==> config.mk <==
export PLATFORM = sky130hd
export DESIGN_NAME = i2c_rw_arbiter
export DESIGN_NICKNAME = d
export VERILOG_FILES = /design/src/rtl/i2c_arb_pkg.sv /design/src/rtl/rr_arb2.sv /design/src/rtl/i2c_rw_arbiter.sv
export SDC_FILE = /design/constraint.sdc
export NUM_CORES = 1
export LEC_CHECK = 0
export BUFFER_PORTS_ARGS = -buffer_cell sky130_fd_sc_hd__buf_2
export CORE_MARGIN = 2
export CORE_UTILIZATION = 45
export CTS_BUF_LIST = sky130_fd_sc_hd__clkbuf_8
export DETAILED_ROUTE_END_ITERATION = 8
export PLACE_DENSITY = 0.82
export SYNTH_ARGS = -nofsm -noshare
export SYNTH_HDL_FRONTEND = slang
export SYNTH_SLANG_ARGS = --single-unit
export TNS_END_PERCENT = 10
==> constraint.sdc <==
create_clock -name i2c_clk -period 4.7 [get_ports i2c_clk]
set_input_delay 0.94 -clock i2c_clk [delete_from_list [all_inputs] [get_ports i2c_clk]]
set_output_delay 0.94 -clock i2c_clk [all_outputs]
set_load 0.03 [all_outputs]
==> src/rtl/i2c_arb_pkg.sv <==
// Shared definitions for the two-requester I2C EEPROM read/write arbiter.
// Holds the FSM state encoding, the default timing parameters and a helper
// that turns a cycle count into the terminal value of the shared counter.
package i2c_arb_pkg;

  typedef enum logic [1:0] {
    ST_IDLE     = 2'd0,
    ST_GAP      = 2'd1,
    ST_WAIT_END = 2'd2,
    ST_WR_WAIT  = 2'd3
  } arb_state_e;

  localparam int unsigned START_GAP_DEF     = 16;
  localparam int unsigned WR_CYCLE_WAIT_DEF = 5000;
  localparam int unsigned TIMEOUT_DEF       = 65535;

  localparam int unsigned CNT_W = 16;

  // Terminal count for a phase lasting n cycles (counter runs 0 .. n-1).
  function automatic logic [CNT_W-1:0] last_count(input int unsigned n);
    return CNT_W'(n - 1);
  endfunction

endpackage

==> src/rtl/rr_arb2.sv <==
// Two-way round-robin selector.
// Ports:
//   req_i      - request vector, one bit per requester
//   en_i       - grant enable; no grant is reported while low
//   ptr_i      - preferred requester for a tie (the one not granted last)
//   gnt_idx_o  - index of the requester that wins
//   gnt_vld_o  - a grant is issued this cycle
module rr_arb2 (
  input  logic [1:0] req_i,
  input  logic       en_i,
  input  logic       ptr_i,
  output logic       gnt_idx_o,
  output logic       gnt_vld_o
);

  always_comb begin
    gnt_vld_o = en_i & (|req_i);
    // A lone request wins outright; only a tie consults the pointer.
    if (req_i == 2'b11) begin
      gnt_idx_o = ptr_i;
    end else begin
      gnt_idx_o = req_i[1];
    end
  end

endmodule

==> src/rtl/i2c_rw_arbiter.sv <==
// Arbitrates two requesters onto one I2C EEPROM controller.
// A granted transaction waits START_GAP cycles, pulses i2c_start, then waits
// for i2c_end (or aborts after TIMEOUT cycles). Writes are followed by an
// EEPROM write-cycle hold-off of WR_CYCLE_WAIT cycles before the next grant.
// Ports:
//   i2c_clk, sys_rst        - clock, asynchronous active-high reset
//   req, req_wr             - per-requester request and direction (1 = write)
//   req_addr, req_wdata     - per-requester address [16 each] and write byte
//   ack, err, rdata         - completion pulse, timeout flag, read byte
//   busy                    - arbiter not idle
//   wr_en, rd_en, i2c_start - controls to the I2C controller
//   byte_addr, wr_data      - latched transaction fields
//   i2c_end, rd_data        - controller completion pulse and read byte
module i2c_rw_arbiter
  import i2c_arb_pkg::*;
#(
  parameter int unsigned START_GAP     = START_GAP_DEF,
  parameter int unsigned WR_CYCLE_WAIT = WR_CYCLE_WAIT_DEF,
  parameter int unsigned TIMEOUT       = TIMEOUT_DEF
) (
  input  logic        i2c_clk,
  input  logic        sys_rst,
  input  logic [1:0]  req,
  input  logic [1:0]  req_wr,
  input  logic [31:0] req_addr,
  input  logic [15:0] req_wdata,
  output logic [1:0]  ack,
  output logic        err,
  output logic [7:0]  rdata,
  output logic        busy,
  output logic        wr_en,
  output logic        rd_en,
  output logic        i2c_start,
  output logic [15:0] byte_addr,
  output logic [7:0]  wr_data,
  input  logic        i2c_end,
  input  logic [7:0]  rd_data
);

  localparam logic [CNT_W-1:0] GAP_LAST = last_count(START_GAP);
  localparam logic [CNT_W-1:0] WRW_LAST = last_count(WR_CYCLE_WAIT);
  localparam logic [CNT_W-1:0] TO_LAST  = last_count(TIMEOUT);

  arb_state_e       state_q, state_d;
  logic [CNT_W-1:0] cnt_q, cnt_d;
  logic             ptr_q, ptr_d;
  logic             gidx_q, gidx_d;
  logic [15:0]      byte_addr_q, byte_addr_d;
  logic [7:0]       wr_data_q, wr_data_d;
  logic             wr_en_q, wr_en_d;
  logic             rd_en_q, rd_en_d;
  logic [7:0]       rdata_q, rdata_d;
  logic [1:0]       ack_q, ack_d;
  logic             err_q, err_d;
  logic             start_q, start_d;

  logic             idle;
  logic             gnt_idx;
  logic             gnt_vld;

  assign idle = (state_q == ST_IDLE);

  rr_arb2 u_rr_arb2 (
    .req_i     (req),
    .en_i      (idle),
    .ptr_i     (ptr_q),
    .gnt_idx_o (gnt_idx),
    .gnt_vld_o (gnt_vld)
  );

  always_ff @(posedge i2c_clk or posedge sys_rst) begin
    if (sys_rst) begin
      state_q     <= ST_IDLE;
      cnt_q       <= '0;
      ptr_q       <= 1'b0;
      gidx_q      <= 1'b0;
      byte_addr_q <= 16'h0000;
      wr_data_q   <= 8'h00;
      wr_en_q     <= 1'b0;
      rd_en_q     <= 1'b0;
      rdata_q     <= 8'h00;
      ack_q       <= 2'b00;
      err_q       <= 1'b0;
      start_q     <= 1'b0;
    end else begin
      state_q     <= state_d;
      cnt_q       <= cnt_d;
      ptr_q       <= ptr_d;
      gidx_q      <= gidx_d;
      byte_addr_q <= byte_addr_d;
      wr_data_q   <= wr_data_d;
      wr_en_q     <= wr_en_d;
      rd_en_q     <= rd_en_d;
      rdata_q     <= rdata_d;
      ack_q       <= ack_d;
      err_q       <= err_d;
      start_q     <= start_d;
    end
  end

  always_comb begin
    state_d     = state_q;
    cnt_d       = cnt_q;
    ptr_d       = ptr_q;
    gidx_d      = gidx_q;
    byte_addr_d = byte_addr_q;
    wr_data_d   = wr_data_q;
    wr_en_d     = wr_en_q;
    rd_en_d     = rd_en_q;
    rdata_d     = rdata_q;
    ack_d       = 2'b00;
    err_d       = 1'b0;
    start_d     = 1'b0;

    case (state_q)
      ST_IDLE: begin
        if (gnt_vld) begin
          gidx_d      = gnt_idx;
          // Favour the other requester on the next tie.
          ptr_d       = ~gnt_idx;
          byte_addr_d = gnt_idx ? req_addr[31:16] : req_addr[15:0];
          wr_data_d   = gnt_idx ? req_wdata[15:8] : req_wdata[7:0];
          wr_en_d     = req_wr[gnt_idx];
          rd_en_d     = ~req_wr[gnt_idx];
          cnt_d       = '0;
          state_d     = ST_GAP;
        end
      end

      ST_GAP: begin
        if (cnt_q == GAP_LAST) begin
          start_d = 1'b1;
          cnt_d   = '0;
          state_d = ST_WAIT_END;
        end else begin
          cnt_d = cnt_q + 1'b1;
        end
      end

      ST_WAIT_END: begin
        // Completion is checked first so it wins over a coincident timeout.
        if (i2c_end) begin
          ack_d[gidx_q] = 1'b1;
          wr_en_d       = 1'b0;
          rd_en_d       = 1'b0;
          cnt_d         = '0;
          if (rd_en_q) begin
            rdata_d = rd_data;
          end
          state_d = wr_en_q ? ST_WR_WAIT : ST_IDLE;
        end else if (cnt_q == TO_LAST) begin
          ack_d[gidx_q] = 1'b1;
          err_d         = 1'b1;
          wr_en_d       = 1'b0;
          rd_en_d       = 1'b0;
          cnt_d         = '0;
          state_d       = ST_IDLE;
        end else begin
          cnt_d = cnt_q + 1'b1;
        end
      end

      ST_WR_WAIT: begin
        if (cnt_q == WRW_LAST) begin
          cnt_d   = '0;
          state_d = ST_IDLE;
        end else begin
          cnt_d = cnt_q + 1'b1;
        end
      end

      default: begin
        cnt_d   = '0;
        state_d = ST_IDLE;
      end
    endcase
  end

  assign ack       = ack_q;
  assign err       = err_q;
  assign rdata     = rdata_q;
  assign busy      = ~idle;
  assign wr_en     = wr_en_q;
  assign rd_en     = rd_en_q;
  assign i2c_start = start_q;
  assign byte_addr = byte_addr_q;
  assign wr_data   = wr_data_q;

endmodule

==> results.txt <==
HPWL after detailed placement = 4.459 mm
most frequent cells in the layout = buf_2, dfrtp_1, inv_1, a222oi_1, o21ai_0
Final Hold Vio Count = 0
Via Count = 2410
dpl cells = 415
Die Y = 80.96 microns
Iteration-0 DRC Markers = 227
cells after synthesis = 249
Post-CTS Hold Fix Bufs = 0
Port-buffer cells = 101
TritonCTS Sinks = 58
CTS tree = yes
most common cell after layout, fill and taps aside = buf_2
Post-CTS Setup Bufs = 0
Critical Path, Cell by Cell = or4_1, nor4_2, o21a_1, o22a_2, o21ai_0, a21o_1
Ant. Diodes = 0
Place WS = 2.246 ns
total track usage = 20.52%
clk slew on worst S/H paths = 0.06 ns
Pre-Repair DR Iteration Count = 5
Fin Clk Skew = 0.007332 ns
wire length on met1 = 2.760 mm
WL/cell = 14.86 microns
Max transition margin = 22.20%
outcome = finished clean
CTS root buf = clkbuf_8
# DRC = 0
Horiz. Die Dim = 80.96 microns
clk buf depth = 2
startpoint types = register
leakage power = 0.001875 uW
Initial Util = 45.83%
Die Area = 0.006554 sq mm
largest family of logic cells by synthesized area = compound AO/OA/AOI/OAI gates
Final #Nets = 416
post-route insts no fill = 431
layout cells sized above 1 = 37.92%
critical path depth in cells = 6
WL final = 6.405 mm
Area growth, synth to finish = 29.53%
Top Ports = 102
Setup TNS = 0 ns
xor and xnor area share after synthesis = 0.9859%
clock buffer count from CTS = 9
WP buf/inv = 0
Synth Flop Type = dfrtp_1
Distinct cells, synth = 40
fin. max-slew vios = 0
delay-heaviest family, CP = compound AO/OA/AOI/OAI gates
Setup Viol. Count Final = 0
final cycle utilization of the critical path = 51.38%
vias in the first global route = 2265
Core Region = 0.005816 sq mm
Final Wtd Congestion = 0.8649
largest net degree at the start of global routing = 59
Crit. End Element = register
clk_lat worst skew = 0.33 ns
sequential-to-total area share from yosys stat = 54.46%
DP Area = 0.003223 sq mm
DR WL met3 = 405 microns
post-synthesis adder-cell area fraction = 0.9390%
Hold WC Path Type = register to register
number of cell rows = 28
asr flop ratio synth = 100.0%
hold path depth = 1
Min Clock Period, post-route = 2.415 ns
CP max FO = 28
WS Path Type = register to register
Peak VDD IR = 242.7 uV
fin area = 0.003452 sq mm
RSZ-0062 raised after global routing = false
CP max stage delay = 0.58 ns
max-cap viol count = 0
Setup WS post-layout = 2.285 ns
Via density = 5.592
Compound-Gate Fraction of Synth Area = 17.56%
DR top layer = met4
Slew @ Worst Pin = 1.167 ns
post-CTS sizing = 0
Critical Path AT = 2.64 ns
FF-to-FF path depth = 6
H-tree depth = 3
Synth Area in Simple Gates = 14.69%
Post-synth EDFFs = 0
Congestion Overflow GR = 0
first-pass GRT wire length = 10.23 mm
post-synthesis mux area share = 4.131%
YS warnings = 0
power per cell area = 422.8 mW/mm^2
DRT antenna net count = 0
initial antenna violation count = 0
CP required = 4.92 ns
Syn Area/Cell = 10.70 sq um
post-synthesis sequential element count = 58
met2 WL = 3.116 mm
Synthesized Nets = 314
Crit-path slowest cell = or4_1
post-synthesis cell area = 0.002665 sq mm
fmax = 0.4141 GHz
## synthesized netlist by cell type, types with 2 or more instances
cell      number  area, sq um
a21oi_1        2        10.01
o21a_1         2        15.01
a222oi_1      24        240.2
nor3_1         6        30.03
xor2_1         3        26.28
mux2i_1        2        20.02
dfrtp_1       58         1451
ha_1           2        25.02
clkbuf_1       9        33.78
a21o_1        10        75.07
nor2b_1        2        12.51
nor2_1        10        37.54
nand2_1       11        41.29
and3_1         7        43.79
or3_1          2        12.51
nand4_1        4        25.02
nor3b_1        4        30.03
o21ai_0       16        80.08
nor4_1         3        18.77
nand3_1       12        60.06
inv_1         32        120.1
or4_1          2        15.01
mux2_2         8        90.09
or2_2          2        12.51
## per-layer routing
metal,vias up,global-route usage [%]
met5,-,0
met4,0,7.288
met3,12,7.222
met2,91,33.06
met1,1178,25.65
li1,1129,-
## through the flow
stage	total power [uW]	utilization (%)	hold WS (ns)
2_1_floorplan	846.0	-	0.4171
3_3_place_gp	924.6	55.42	0.4590
3_5_place_dp	940.5	55.42	0.4698
4_1_cts	1468	59.36	0.4787
5_1_grt	1540	59.36	0.4944
6_report	1460	59.36	0.4902
## flip-flops by register name, indices dropped and copies added, names as in the netlist
| register | cells |
|---|---|
| ptr_q | 1 |
| byte_addr | 16 |
| ack | 2 |
| cnt_q | 16 |
| wr_en | 1 |
| wr_data | 8 |
| rdata | 8 |
| gidx_q | 1 |
| state_q | 2 |
| rd_en | 1 |
| i2c_start | 1 |
| err | 1 |
## path summary, 6_finish.rpt
| kind | slack, ns | endpoint | start |
|---|---|---|---|
| max in group asynchronous | 3.40 | cnt_q[14] | sys_rst |
| min in group asynchronous | 0.79 | wr_data[6] | sys_rst |
| worst min register to register | 0.49 | ack[0] | gidx_q |
| worst max-delay path | 2.29 | cnt_q[10] | cnt_q[5] |
| worst min-delay path | 0.49 | ack[0] | gidx_q |
| worst max register to register | 2.29 | cnt_q[10] | cnt_q[5] |
## logic make-up (layout without fill, tap and decap cells)
family | after synthesis | count (layout)
xor gates and xnor gates | 3 | 3
DFF | 58 | 58
adders and majority gates | 2 | 2
muxes | 10 | 10
AOI/OAI and AO/OA | 60 | 60
buffers and inverters | 45 | 152
and+or+nand+nor | 71 | 71
## cell type report
type / count / area (sq um)
clock buffer: 11 / 151.4
sequential: 58 / 1451
fill: 513 / 2364
inverter: 32 / 120.1
timing repair buffer: 104 / 528.0
multi-input combinational: 146 / 1030
tap: 75 / 93.84
clock inverter: 5 / 77.57
## report_power, final
group          internal (uW)  switching (uW)
combinational            120             138
clock                    325             193
sequential               572             110
total                   1020             442
(Power assumes the default switching activity.)
